### src/rtl/updown_cnt_monitor.sv
// updown_cnt_monitor
//   Checker/decoder that sits beside a synchronous up/down counter in the same
//   clock domain. Every clock it samples the counter's q bus and its mode line,
//   decodes the step from the previous sample, and reports direction, wrap and
//   direction reversals. It also keeps a signed net position, flags steps that
//   disagree with the commanded mode, and latches a sticky fault on any illegal
//   jump.
//
// Ports
//   i_clk      rising-edge clock shared with the counter
//   i_rst      synchronous active-high reset
//   i_q        counter output being monitored (W bits, binary)
//   i_m        counter mode: 1 = up, 0 = down
//   i_clr_err  clears the fault and forces a resync; ignored outside FAULT
//   o_up       pulse: last step was +1
//   o_dn       pulse: last step was -1
//   o_hold     pulse: q did not change between samples
//   o_wrap     pulse: step crossed max->0 (up) or 0->max (down)
//   o_dir_chg  pulse: movement direction reversed vs previous move
//   o_mode_err pulse: step direction disagrees with the previous sample of m
//   o_step_err sticky: illegal jump seen (high while in FAULT)
//   o_pos      signed net steps since last lock (PW bits, wraps silently)
//   o_locked   high while tracking
//
// state | meaning
// ------+-------------------------------------------------------------
// INIT  | capture first sample, clear position, forget last direction
// TRACK | decode each step, update position and pulse flags
// FAULT | illegal jump seen; pulses off, position frozen until clr_err

module updown_cnt_monitor #(
  parameter int W  = 3,
  parameter int PW = 8
) (
  input  logic          i_clk,
  input  logic          i_rst,
  input  logic [W-1:0]  i_q,
  input  logic          i_m,
  input  logic          i_clr_err,
  output logic          o_up,
  output logic          o_dn,
  output logic          o_hold,
  output logic          o_wrap,
  output logic          o_dir_chg,
  output logic          o_mode_err,
  output logic          o_step_err,
  output logic [PW-1:0] o_pos,
  output logic          o_locked
);

  typedef enum logic [1:0] {
    ST_INIT  = 2'd0,
    ST_TRACK = 2'd1,
    ST_FAULT = 2'd2
  } state_t;

  localparam logic [W-1:0] Q_ZERO = '0;
  localparam logic [W-1:0] Q_ONE  = W'(1);
  localparam logic [W-1:0] Q_MAX  = '1;

  state_t        r_state;
  logic [W-1:0]  r_q_d;
  logic          r_m_d;
  logic          r_last_dir;   // 1 = last move was up
  logic          r_dir_vld;

  logic          r_up, r_dn, r_hold, r_wrap, r_dir_chg, r_mode_err, r_step_err;
  logic [PW-1:0] r_pos;
  logic          r_locked;

  state_t        w_state_nx;
  logic [W-1:0]  w_delta;
  logic          w_move;
  logic          w_move_up;
  logic          w_up, w_dn, w_hold, w_wrap, w_dir_chg, w_mode_err, w_step_err;
  logic [PW-1:0] w_pos;
  logic          w_locked;
  logic          w_last_dir;
  logic          w_dir_vld;

  assign w_delta = i_q - r_q_d;

  always_comb begin
    w_state_nx = r_state;
    w_move     = 1'b0;
    w_move_up  = 1'b0;
    w_up       = 1'b0;
    w_dn       = 1'b0;
    w_hold     = 1'b0;
    w_wrap     = 1'b0;
    w_dir_chg  = 1'b0;
    w_mode_err = 1'b0;
    w_step_err = r_step_err;
    w_pos      = r_pos;
    w_locked   = 1'b0;
    w_last_dir = r_last_dir;
    w_dir_vld  = r_dir_vld;

    case (r_state)
      ST_INIT: begin
        w_state_nx = ST_TRACK;
        w_pos      = '0;
        w_dir_vld  = 1'b0;
        w_step_err = 1'b0;
        w_locked   = 1'b1;
      end

      ST_TRACK: begin
        w_locked = 1'b1;
        // +1 is tested before -1 so that a 1-bit counter decodes its only
        // nonzero step as up.
        if (w_delta == Q_ONE) begin
          w_move    = 1'b1;
          w_move_up = 1'b1;
          w_up      = 1'b1;
          w_pos     = r_pos + PW'(1);
          w_wrap    = (r_q_d == Q_MAX);
        end else if (w_delta == Q_MAX) begin
          w_move    = 1'b1;
          w_dn      = 1'b1;
          w_pos     = r_pos - PW'(1);
          w_wrap    = (r_q_d == Q_ZERO);
        end else if (w_delta == Q_ZERO) begin
          w_hold    = 1'b1;
        end else begin
          w_step_err = 1'b1;
          w_locked   = 1'b0;
          w_state_nx = ST_FAULT;
        end

        if (w_move) begin
          w_dir_chg  = r_dir_vld && (w_move_up != r_last_dir);
          w_mode_err = (w_move_up != r_m_d);
          w_last_dir = w_move_up;
          w_dir_vld  = 1'b1;
        end
      end

      ST_FAULT: begin
        w_step_err = 1'b1;
        if (i_clr_err) begin
          w_step_err = 1'b0;
          w_state_nx = ST_INIT;
        end
      end

      default: begin
        w_state_nx = ST_INIT;
      end
    endcase
  end

  always_ff @(posedge i_clk) begin
    if (i_rst) begin
      r_state    <= ST_INIT;
      r_q_d      <= '0;
      r_m_d      <= 1'b0;
      r_last_dir <= 1'b0;
      r_dir_vld  <= 1'b0;
      r_up       <= 1'b0;
      r_dn       <= 1'b0;
      r_hold     <= 1'b0;
      r_wrap     <= 1'b0;
      r_dir_chg  <= 1'b0;
      r_mode_err <= 1'b0;
      r_step_err <= 1'b0;
      r_pos      <= '0;
      r_locked   <= 1'b0;
    end else begin
      r_state    <= w_state_nx;
      r_q_d      <= i_q;
      r_m_d      <= i_m;
      r_last_dir <= w_last_dir;
      r_dir_vld  <= w_dir_vld;
      r_up       <= w_up;
      r_dn       <= w_dn;
      r_hold     <= w_hold;
      r_wrap     <= w_wrap;
      r_dir_chg  <= w_dir_chg;
      r_mode_err <= w_mode_err;
      r_step_err <= w_step_err;
      r_pos      <= w_pos;
      r_locked   <= w_locked;
    end
  end

  assign o_up       = r_up;
  assign o_dn       = r_dn;
  assign o_hold     = r_hold;
  assign o_wrap     = r_wrap;
  assign o_dir_chg  = r_dir_chg;
  assign o_mode_err = r_mode_err;
  assign o_step_err = r_step_err;
  assign o_pos      = r_pos;
  assign o_locked   = r_locked;

endmodule
### config.mk
export PLATFORM = sky130hd
export DESIGN_NAME = updown_cnt_monitor
export DESIGN_NICKNAME = d
export VERILOG_FILES = /design/src/rtl/updown_cnt_monitor.sv
export SDC_FILE = /design/constraint.sdc
export NUM_CORES = 1
export LEC_CHECK = 0
export BUFFER_PORTS_ARGS = -buffer_cell sky130_fd_sc_hd__clkbuf_2
export CAP_MARGIN = 15
export CORE_MARGIN = 2
export CORE_UTILIZATION = 45
export DETAILED_ROUTE_END_ITERATION = 6
export PLACE_DENSITY = 0.66
export SLEW_MARGIN = 30
export SYNTH_ARGS = -nofsm -noshare
export SYNTH_HDL_FRONTEND = slang
export SYNTH_SLANG_ARGS = --single-unit
### constraint.sdc
create_clock -name i_clk -period 6.6 [get_ports i_clk]
set_clock_uncertainty 0.15 [all_clocks]
set_input_delay 1.32 -clock i_clk [delete_from_list [all_inputs] [get_ports i_clk]]
set_output_delay 1.32 -clock i_clk [all_outputs]
set_load 0.05 [all_outputs]
==> impl_results.md <==
* H-tree depth at 1
* Worst path required time at 6.70 ns
* Buffers & Inverters on Critical Path at 2
* Switching part of the total power at 0.359
* Core area at 0.00278 mm^2
* Clk pin slew, worst setup/hold paths at 0.13 ns
* Share of the synthesized area in the top cell type at 0.364
* GRT met3 Usage at 0.0402
* P_int at 281 uW
* Fillers at 283
* Crit path capture type: flop
* Worst vdd ir at 0.181 mV
* Slew of the pin with the lowest slew margin at 0.453 ns
* DRT Pass-1 Iters at 4
* Multi-input gate area at 778 um^2
* Status: complete, no violations
* Mapped Area at 0.00132 mm^2
* Hpwl dp at 1.91 mm
* Yosys cell types at 45
* Syn Area/Cell at 9.23 um^2
* Cts hold-fix bufs at 0
* Vias in the first global route at 1,001
* Layout area overhead at 13.5%
* Clock Latency Late Sink at 0.32 ns
* Crit share post-route at 0.580
* Worst path most repeated cell: ha_1
* Hold Violations, Final at 0
* Count leader, synth: dfxtp_1
* Initial antenna violation count at 0
* Clock buffer count from CTS at 3
* Power, Total at 438 uW
* DRT iter0 DRCs at 13
* CTS root buf: clkbuf_4
* Placer Congestion at 0.799
* I/O Pins at 23
* Post-CTS sizing at 0
* Critical path class: primary input to flop
* Syn. warnings at 0
* Pins Over Slew Limit at 0
* Final core occ at 0.538
* Startpoint Class: primary input
* IO Port Bufs at 22
* Unrepaired setup endpoints after global routing: false
* Die Y at 58.2 um
* WL/cell at 12.7 um
* Worst-path maximum fanout at 9
* Comb power frac at 0.380
* Clock power share at 0.242
* FP Rows at 19
* Register share of total power at 0.378
* Met1 GRT Util at 0.202
* Synth area leader: dfxtp_1
* DIE WIDTH at 58.2 um
* Overflow after GRT at 0
* Synth top cells by count: dfxtp_1 (24), nor2_1 (15), ha_1 (10)
* Setup ws final at 2.77 ns
* Post-CTS Setup Bufs at 0
* Worst path cell trace: clkbuf_2 > inv_1 > ha_1 > fa_1 > xnor3_2 > nand3_4 > ha_1 > o21ai_0 > o21a_1 > or3_4 > a21o_1 > a31oi_1
* Setup_tns at 0 ns
* Top Usage Layer GRT: met2
* Pre-CTS WS at 2.42 ns
* PD cells at 293 mW/mm^2
* Top_reg_cell synth: dfxtp_1
* Largest net degree at the start of global routing at 20
* Share of layout cells above drive strength 1 at 0.212
* Synth Register Bits at 24
* Max Cap Viol at 0
* Via Count at 1,090
* F_max at 261 MHz
* # DRC at 0
* Final wirelength at 2.50 mm
* Post-synthesis sequential area ratio at 0.364
* Pleak at 0.661 nW
* Starting density of the core at 0.475
* Cells after Synth at 143
* Crit path arrival time at 3.93 ns
* Syn Nets at 162
* Clock sink count at 24
* CP max-delay cell: fa_1
* Global Route Usage Sum at 0.163
* Detail Route Antenna Nets at 0
* Clock buffer depth at 2
* Net switching power at 157 uW
* Seq. cell area at 480 um^2
* Met2 Use GR at 0.292
* Post-layout minimum cycle time at 3.83 ns
* Antenna Cells at 0
* Share of synthesized flip-flops with an asynchronous set or reset at 0
* Worst Hold Class: flop to flop
* Final setup viols at 0
* First-pass GRT wire length at 4.31 mm
* Max incr delay on CP at 0.38 ns
* EDFF count, synth at 0
* Fin nets at 185
* Largest cells by area after synthesis: dfxtp_1 (36%), ha_1 (9.5%), nor2_1 (4.3%), a21oi_1 (3.0%), fa_1 (3.0%)
* CTS tree: done
* Delay-heaviest family, CP: adder cells
* Die footprint at 0.00338 mm^2
* Worst rel slew slack at 0.698
* Vias per cell at 5.56
-- final timing paths --
check                                       startpoint                    end  slack, ns  depth (start not counted)
worst min register to register  r_dir_vld$_SDFFE_PP0P_   o_dir_chg$_SDFF_PP0_       0.34                          1
worst max-delay path                            i_q[0]  o_pos[7]$_SDFFE_PP0P_       2.77                         12
worst max register to register     r_q_d[0]$_SDFF_PP0_  o_pos[7]$_SDFFE_PP0P_       3.55                         10
worst min-delay path            r_dir_vld$_SDFFE_PP0P_   o_dir_chg$_SDFF_PP0_       0.34                          1
-- flip-flops by register name (all words and copies together) (netlist names) --
name and flops:
o_dn 1, o_pos 8, o_hold 1, o_up 1, o_dir_chg 1, r_dir_vld 1, o_step_err 1, o_locked 1
r_q_d 3, o_mode_err 1, r_last_dir 1, r_state 2, o_wrap 1, r_m_d 1
-- cell families (layout without fill, tap and decap cells) --
family / Yosys count / in the layout / share of synthesized area
DFF: 24 / 24 / 0.364
AOI/OAI and AO/OA: 33 / 33 / 0.173
muxes: 4 / 4 / 0.0313
adders and majority gates: 12 / 12 / 0.125
buffers and inverters: 14 / 36 / 0.0464
xor gates and xnor gates: 6 / 6 / 0.0569
and+or+nand+nor: 50 / 50 / 0.203
-- cells in the final DEF (no fill, tap or decap), types with 2 or more instances in the layout --
| cell | n |
|---|---|
| xnor2_1 | 4 |
| clkbuf_2 | 22 |
| a21o_1 | 2 |
| dfxtp_1 | 24 |
| clkbuf_4 | 3 |
| a21oi_1 | 8 |
| a211oi_1 | 2 |
| inv_1 | 9 |
| mux2i_1 | 3 |
| and3_1 | 2 |
| nand3_1 | 3 |
| ha_1 | 10 |
| fa_1 | 2 |
| a31oi_1 | 2 |
| nor2_1 | 15 |
| o21a_1 | 4 |
| nand2_1 | 7 |
| nor2b_1 | 6 |
| or3_1 | 3 |
| nor3_1 | 6 |
| o21ai_0 | 4 |
-- power groups by stage --
stage	clock network, mW	logic, mW	registers [mW]
after CTS	0.109	0.167	0.166
after detailed placement	0	0.166	0.169
after floorplan	0	0.111	0.192
after global placement	0	0.163	0.168
final	0.106	0.166	0.166
after global routing	0.115	0.185	0.167
-- final cells by class --
type	count	area share
clock buffers	3	0.0150
multi-input cells	105	0.520
well taps	31	0.0259
flip-flops and latches	24	0.321
inverters	10	0.0251
repair buffers	22	0.0735
clock inverters	1	0.0201
-- stage by stage --
| stage | area, um^2 | hold slack (ns) | cells |
|---|---|---|---|
| after floorplan | 1320 | 0.298 | 143 |
| after global placement | 1450 | 0.309 | 192 |
| after detailed placement | 1450 | 0.318 | 192 |
| after CTS | 1500 | 0.343 | 196 |
| after global routing | 1500 | 0.358 | 196 |
| final | 1500 | 0.341 | 196 |
-- layer usage --
metal,routed length [um],share of wire
met1,1160,0.46
met2,1250,0.50
met3,94,0.038
met4,0,0
met5,0,0
Power figures use the tool's default switching activity.
